`src/rtl/if_id_queue.sv`:
```
// if_id_queue: DEPTH-entry {pc, inst} queue between fetch and decode.
// Outputs come from registered state only; an empty queue presents a zero bubble.
module if_id_queue #(
  parameter int ADDR_WIDTH = 32,
  parameter int INST_WIDTH = 32,
  parameter int DEPTH      = 4,
  parameter int CNT_WIDTH  = $clog2(DEPTH + 1)
) (
  input  logic                  clk,
  input  logic                  rst,
  input  logic [5:0]            stall,
  input  logic                  flush_i,
  input  logic                  if_valid_i,
  input  logic [ADDR_WIDTH-1:0] if_pc_i,
  input  logic [INST_WIDTH-1:0] if_inst_i,
  output logic                  if_ready_o,
  output logic                  id_valid_o,
  output logic [ADDR_WIDTH-1:0] id_pc_o,
  output logic [INST_WIDTH-1:0] id_inst_o,
  output logic [CNT_WIDTH-1:0]  count_o
);

  localparam int PTR_W = $clog2(DEPTH);
  localparam logic [CNT_WIDTH-1:0] L_DEPTH = CNT_WIDTH'(DEPTH);

  logic [ADDR_WIDTH-1:0] r_pc   [DEPTH];
  logic [INST_WIDTH-1:0] r_inst [DEPTH];
  logic [PTR_W-1:0]      r_head;
  logic [PTR_W-1:0]      r_tail;
  logic [CNT_WIDTH-1:0]  r_count;

  logic w_valid;
  logic w_ready;
  logic w_push;
  logic w_pop;
  logic w_unused_stall;

  assign w_valid = (r_count != '0);
  // Ready ignores pop, so stall never reaches fetch combinationally.
  assign w_ready = (r_count < L_DEPTH);
  assign w_push  = if_valid_i & w_ready;
  assign w_pop   = w_valid & ~stall[1];
  assign w_unused_stall = ^{stall[5:2], stall[0]};

  always_ff @(posedge clk) begin
    if (rst) begin
      r_head  <= '0;
      r_tail  <= '0;
      r_count <= '0;
    end else if (flush_i) begin
      r_head  <= '0;
      r_tail  <= '0;
      r_count <= '0;
    end else begin
      if (w_push)
        r_tail <= r_tail + 1'b1;
      if (w_pop)
        r_head <= r_head + 1'b1;
      unique case ({w_push, w_pop})
        2'b10:   r_count <= r_count + 1'b1;
        2'b01:   r_count <= r_count - 1'b1;
        default: r_count <= r_count;
      endcase
    end
  end

  always_ff @(posedge clk) begin
    if (w_push & ~rst & ~flush_i) begin
      r_pc[r_tail]   <= if_pc_i;
      r_inst[r_tail] <= if_inst_i;
    end
  end

  assign if_ready_o = w_ready;
  assign id_valid_o = w_valid;
  assign id_pc_o    = w_valid ? r_pc[r_head]   : '0;
  assign id_inst_o  = w_valid ? r_inst[r_head] : '0;
  assign count_o    = r_count;

endmodule

```
`config.mk`:
```
export PLATFORM = sky130hd
export DESIGN_NAME = if_id_queue
export DESIGN_NICKNAME = d
export VERILOG_FILES = /design/src/rtl/if_id_queue.sv
export SDC_FILE = /design/constraint.sdc
export NUM_CORES = 1
export LEC_CHECK = 0
export ABC_CLOCK_PERIOD_IN_PS = 3550
export BUFFER_PORTS_ARGS = -buffer_cell sky130_fd_sc_hd__buf_2
export CORE_MARGIN = 2
export CORE_UTILIZATION = 55
export DETAILED_ROUTE_END_ITERATION = 6
export GPL_TIMING_DRIVEN = 0
export PLACE_DENSITY = 0.77
export SLEW_MARGIN = 5
export SYNTH_ARGS = -nofsm -noshare
export SYNTH_HDL_FRONTEND = slang
export SYNTH_SLANG_ARGS = --single-unit
```
`constraint.sdc`:
```
create_clock -name clk -period 3.55 [get_ports clk]
set_input_delay 0.1775 -clock clk [delete_from_list [all_inputs] [get_ports clk]]
set_output_delay 0.1775 -clock clk [all_outputs]
set_load 0.1 [all_outputs]
```
==> impl_table.tex <==
\begin{tabular}{lr}
\hline
Metric & Value \\
\hline
\multicolumn{2}{l}{\textbf{Timing}} \\
\quad Unrepaired setup endpoints after global routing & no \\
\quad Tcrit/Tclk final & between 70\% and 80\% \\
\quad Final hold viol count & 0 \\
\quad Worst setup margin & 0.731 ns \\
\quad Actual transition at the worst max-transition pin & 0.793 ns \\
\quad Highest Clock Rate & between 300 and 400 MHz \\
\quad Worst slew slack as a fraction of its limit & roughly 47\% \\
\quad Max-slew violation count & 0 \\
\quad Final count of negative-setup-slack endpoints & 0 \\
\quad Fin Setup TNS & 0 ns \\
\quad Final worst clock skew & 0.0115 ns \\
\quad Post-layout minimum cycle time & around 2.8 ns \\
\multicolumn{2}{l}{\textbf{Worst setup path}} \\
\quad Worst path slowest cell & nor3\_2 \\
\quad Critical Path Start Type & flop \\
\quad Critical Path Sink Type & primary output \\
\quad Reg-to-reg startpoint & count\_o[0] \\
\quad Cell repeated most along the worst path & buf\_2 \\
\quad Category of cells accounting for the largest share of critical-path delay & buffers and inverters \\
\quad R2r setup slk & 0.86 ns \\
\quad Setup CP Type & reg2out \\
\quad Worst EP arrival & 2.64 ns \\
\quad Data required time of the worst path & 3.37 ns \\
\quad Worst reg-to-reg path cell count & 9 \\
\quad Ordered list of cells on the worst path & nor3\_2 -> buf\_2 -> buf\_2 -> nor2b\_1 -> buf\_2 \\
\quad Critical path origin & count\_o[0] \\
\quad Stages on the worst setup path & 5 \\
\quad CP max stage delay & 0.68 ns \\
\quad CP max FO & 10 \\
\quad Worst Path Buf+Inv & 3 \\
\multicolumn{2}{l}{\textbf{Global routing}} \\
\quad Total congestion overflow after global routing & 0 \\
\quad Antenna violations before repair & 1 \\
\quad Global-route usage over all layers & 19.8\% \\
\quad Vias in the first global route & 5597 \\
\quad Maximum number of pins on one net before global-route repair & 36 \\
\quad First-pass GRT wire length & 29900 um \\
\multicolumn{2}{l}{\textbf{Logic synthesis}} \\
\quad Dominant cells by area after synthesis & edfxtp\_1 (76\%), mux4\_2 (14\%), nor2b\_1 (4.0\%) \\
\quad Avg Cell Area, Syn & 22.1 sq um \\
\quad Synth unique cells & 22 \\
\quad Cell taking the most area after synthesis & edfxtp\_1 \\
\quad Async SR Flop Fraction & 0\% \\
\quad Flip-flop and latch count after synthesis & 265 \\
\quad Area share of the largest cell type after synthesis & 75.8\% \\
\quad Post-synth top flop & edfxtp\_1 \\
\quad Number of enable flip-flop cells after synthesis & around 260 \\
\quad Net count of the mapped netlist & 540 \\
\quad Cell with the most instances after synthesis & edfxtp\_1 \\
\quad Share of synthesized area occupied by flip-flops and latches & 77.5\% \\
\quad Cells after synthesis & 460 \\
\quad Most numerous cell types in the synthesized netlist & edfxtp\_1 (256), nor2b\_1 (65), mux4\_2 (64) \\
\quad Cell Area, Synth & slightly above 10000 sq um \\
\quad Syn. warnings & 0 \\
\multicolumn{2}{l}{\textbf{Power}} \\
\quad Leakage & approximately 4.4 nW \\
\quad Cell area power density & 548 nW/um\^{}2 \\
\quad Worst voltage drop across the vdd grid & 0.422 mV \\
\multicolumn{2}{l}{\textbf{Min path}} \\
\quad Worst hold stages & 3 \\
\quad HP Start & stall[1] \\
\quad HP Class & in2reg \\
\multicolumn{2}{l}{\textbf{Detailed routing}} \\
\quad Via count & 5132 \\
\quad Number of remaining DRC errors & 0 \\
\quad Detailed Route Iter0 Violations & approximately 300 \\
\quad Drt total wl & 19100 um \\
\quad First-pass DRT Iterations & 4 \\
\quad Number of vias per cell & 5.44 \\
\quad Routed length per placed instance & between 20 and 25 um \\
\quad Count of nets left with antenna violations after detail routing & 0 \\
\multicolumn{2}{l}{\textbf{Die}} \\
\quad Floorplan core area & 18000 sq um \\
\quad Die outline area & 19600 sq um \\
\quad Boundary pin count & 143 \\
\quad Height of the chip & $\sim$140 um \\
\quad Row count & 49 \\
\quad Width of the die & 140 um \\
\quad Starting Density & 56.3\% \\
\multicolumn{2}{l}{\textbf{CTS}} \\
\quad Deepest clock path buffer count & 3 \\
\quad Worst-path clk slew & 0.06 ns \\
\quad \# clock sinks & 265 \\
\quad Root buffer selected by CTS & clkbuf\_16 \\
\quad Latest clock arrival within the worst-skew pair & 0.52 ns \\
\quad TritonCTS clock tree & yes \\
\quad Inserted Clock Buffers & 26 \\
\quad Resize count post-CTS & 0 \\
\quad Clock H-tree levels & 1 \\
\multicolumn{2}{l}{\textbf{Place}} \\
\quad Placer congestion estimate & 0.717 \\
\quad Cell area after placement & 11200 sq um \\
\quad Worst-case setup slack after placement & 0.856 ns \\
\quad Final HPWL DP & between 10000 and 15000 um \\
\quad Buffers on Ports & 137 \\
\multicolumn{2}{l}{\textbf{Run}} \\
\quad Reported max-cap violation count & 0 \\
\multicolumn{2}{l}{\textbf{Finish}} \\
\quad Number of nets in the finished design & 773 \\
\quad Post-route cell area & 12700 sq um \\
\quad Share of cells above drive strength 1 & 37.4\% \\
\quad Post-synthesis to final-layout area growth & 25.5\% \\
\quad Fillers & 1136 \\
\multicolumn{2}{l}{\textbf{Run status}} \\
\quad Result of the run & finished, final reports clean \\
\hline
\end{tabular}
[worst reg2reg max path, cell delays in order, from the launching register on]
cell	delay, ns
dfxtp_1	0.35
nor3_2	0.68
clkbuf_1	0.41
nor2_1	0.09
ha_1	0.23
inv_1	0.09
fa_1	0.20
xor2_1	0.10
or3_1	0.34
a21oi_1	0.15
[through the flow]
stage	power (mW)	utilization [%]	cells	hold slack, ns
detailed placement	4.20	62.2	830	0.392
global route	7.18	70.7	943	0.0636
finish	6.98	70.7	943	0.0375
global placement	4.19	61.7	826	0.386
floorplan	4.04	-	460	0.276
CTS	7.03	70.7	942	0.0178
[kinds of logic (layout without fill, tap and decap cells)]
kind of cell,after synthesis,count (layout),synth area share (%)
fa+ha+maj,6,6,0.814
simple gates,82,82,4.92
flops,265,265,77.5
mux,65,65,14.3
xor+xnor,3,3,0.259
compound gates,8,8,0.394
other cells,0,1,0
buf+inv,31,284,1.78
[metal layers]
| layer | vias to the layer above | part of all wire [%] | global-route usage [%] |
|---|---|---|---|
| met5 | - | 0 | 0 |
| li1 | 2314 | - | - |
| met1 | 2629 | 41 | 25.2 |
| met3 | 29 | 5.7 | 4.03 |
| met4 | 0 | 1.8 | 5.11 |
| met2 | 160 | 52 | 35.1 |
[layout by cell type (no fill, tap or decap), drive strengths merged]
master,instances
a21oi,5
and3,4
buf,156
bufinv,4
clkbuf,41
clkinv,9
clkinvlp,2
dfxtp,9
diode,1
dlygate4sd3,64
edfxtp,256
fa,1
ha,5
inv,8
mux2i,1
mux4,64
nand2b,1
nor2,7
nor2b,65
nor3,1
o21ai,3
or2,1
or3,3
xnor2,1
xor2,2
[worst paths after layout]
kind | to
setup / recovery | id_inst_o[22]
hold / removal | r_head[0]
setup reg to reg | count_o[2]
hold reg to reg | flop
[state kept, by name, summed over array words and instances (netlist names), named ones only]
register	flops
r_tail	2
r_pc	128
count_o	3
r_head	2
r_inst	128
[report_power, final]
part / switching [mW] / total, mW / internal [mW]
registers: 0.0103 / 3.47 / 3.46
logic: 0.533 / 0.718 / 0.185
clock network: 1.11 / 2.79 / 1.68
[cell type report]
cell class,instances,area [sq um],area share (%)
inverter,8,30.0,0.236
tap,229,287,2.25
antenna,1,2.50,0.0196
timing repair buffer,205,1410,11.0
buffer,23,150,1.18
multi-input combinational,164,2120,16.6
clock inverter,15,178,1.39
clock buffer,33,698,5.48
sequential,265,7870,61.8
[repair_timing]
item,CTS,global route
endpoints found under the hold margin,256,0
setup endpoints to repair,0,0
hold buffers,64,0
buffers inserted,0,0
Power figures use the tool's default switching activity.
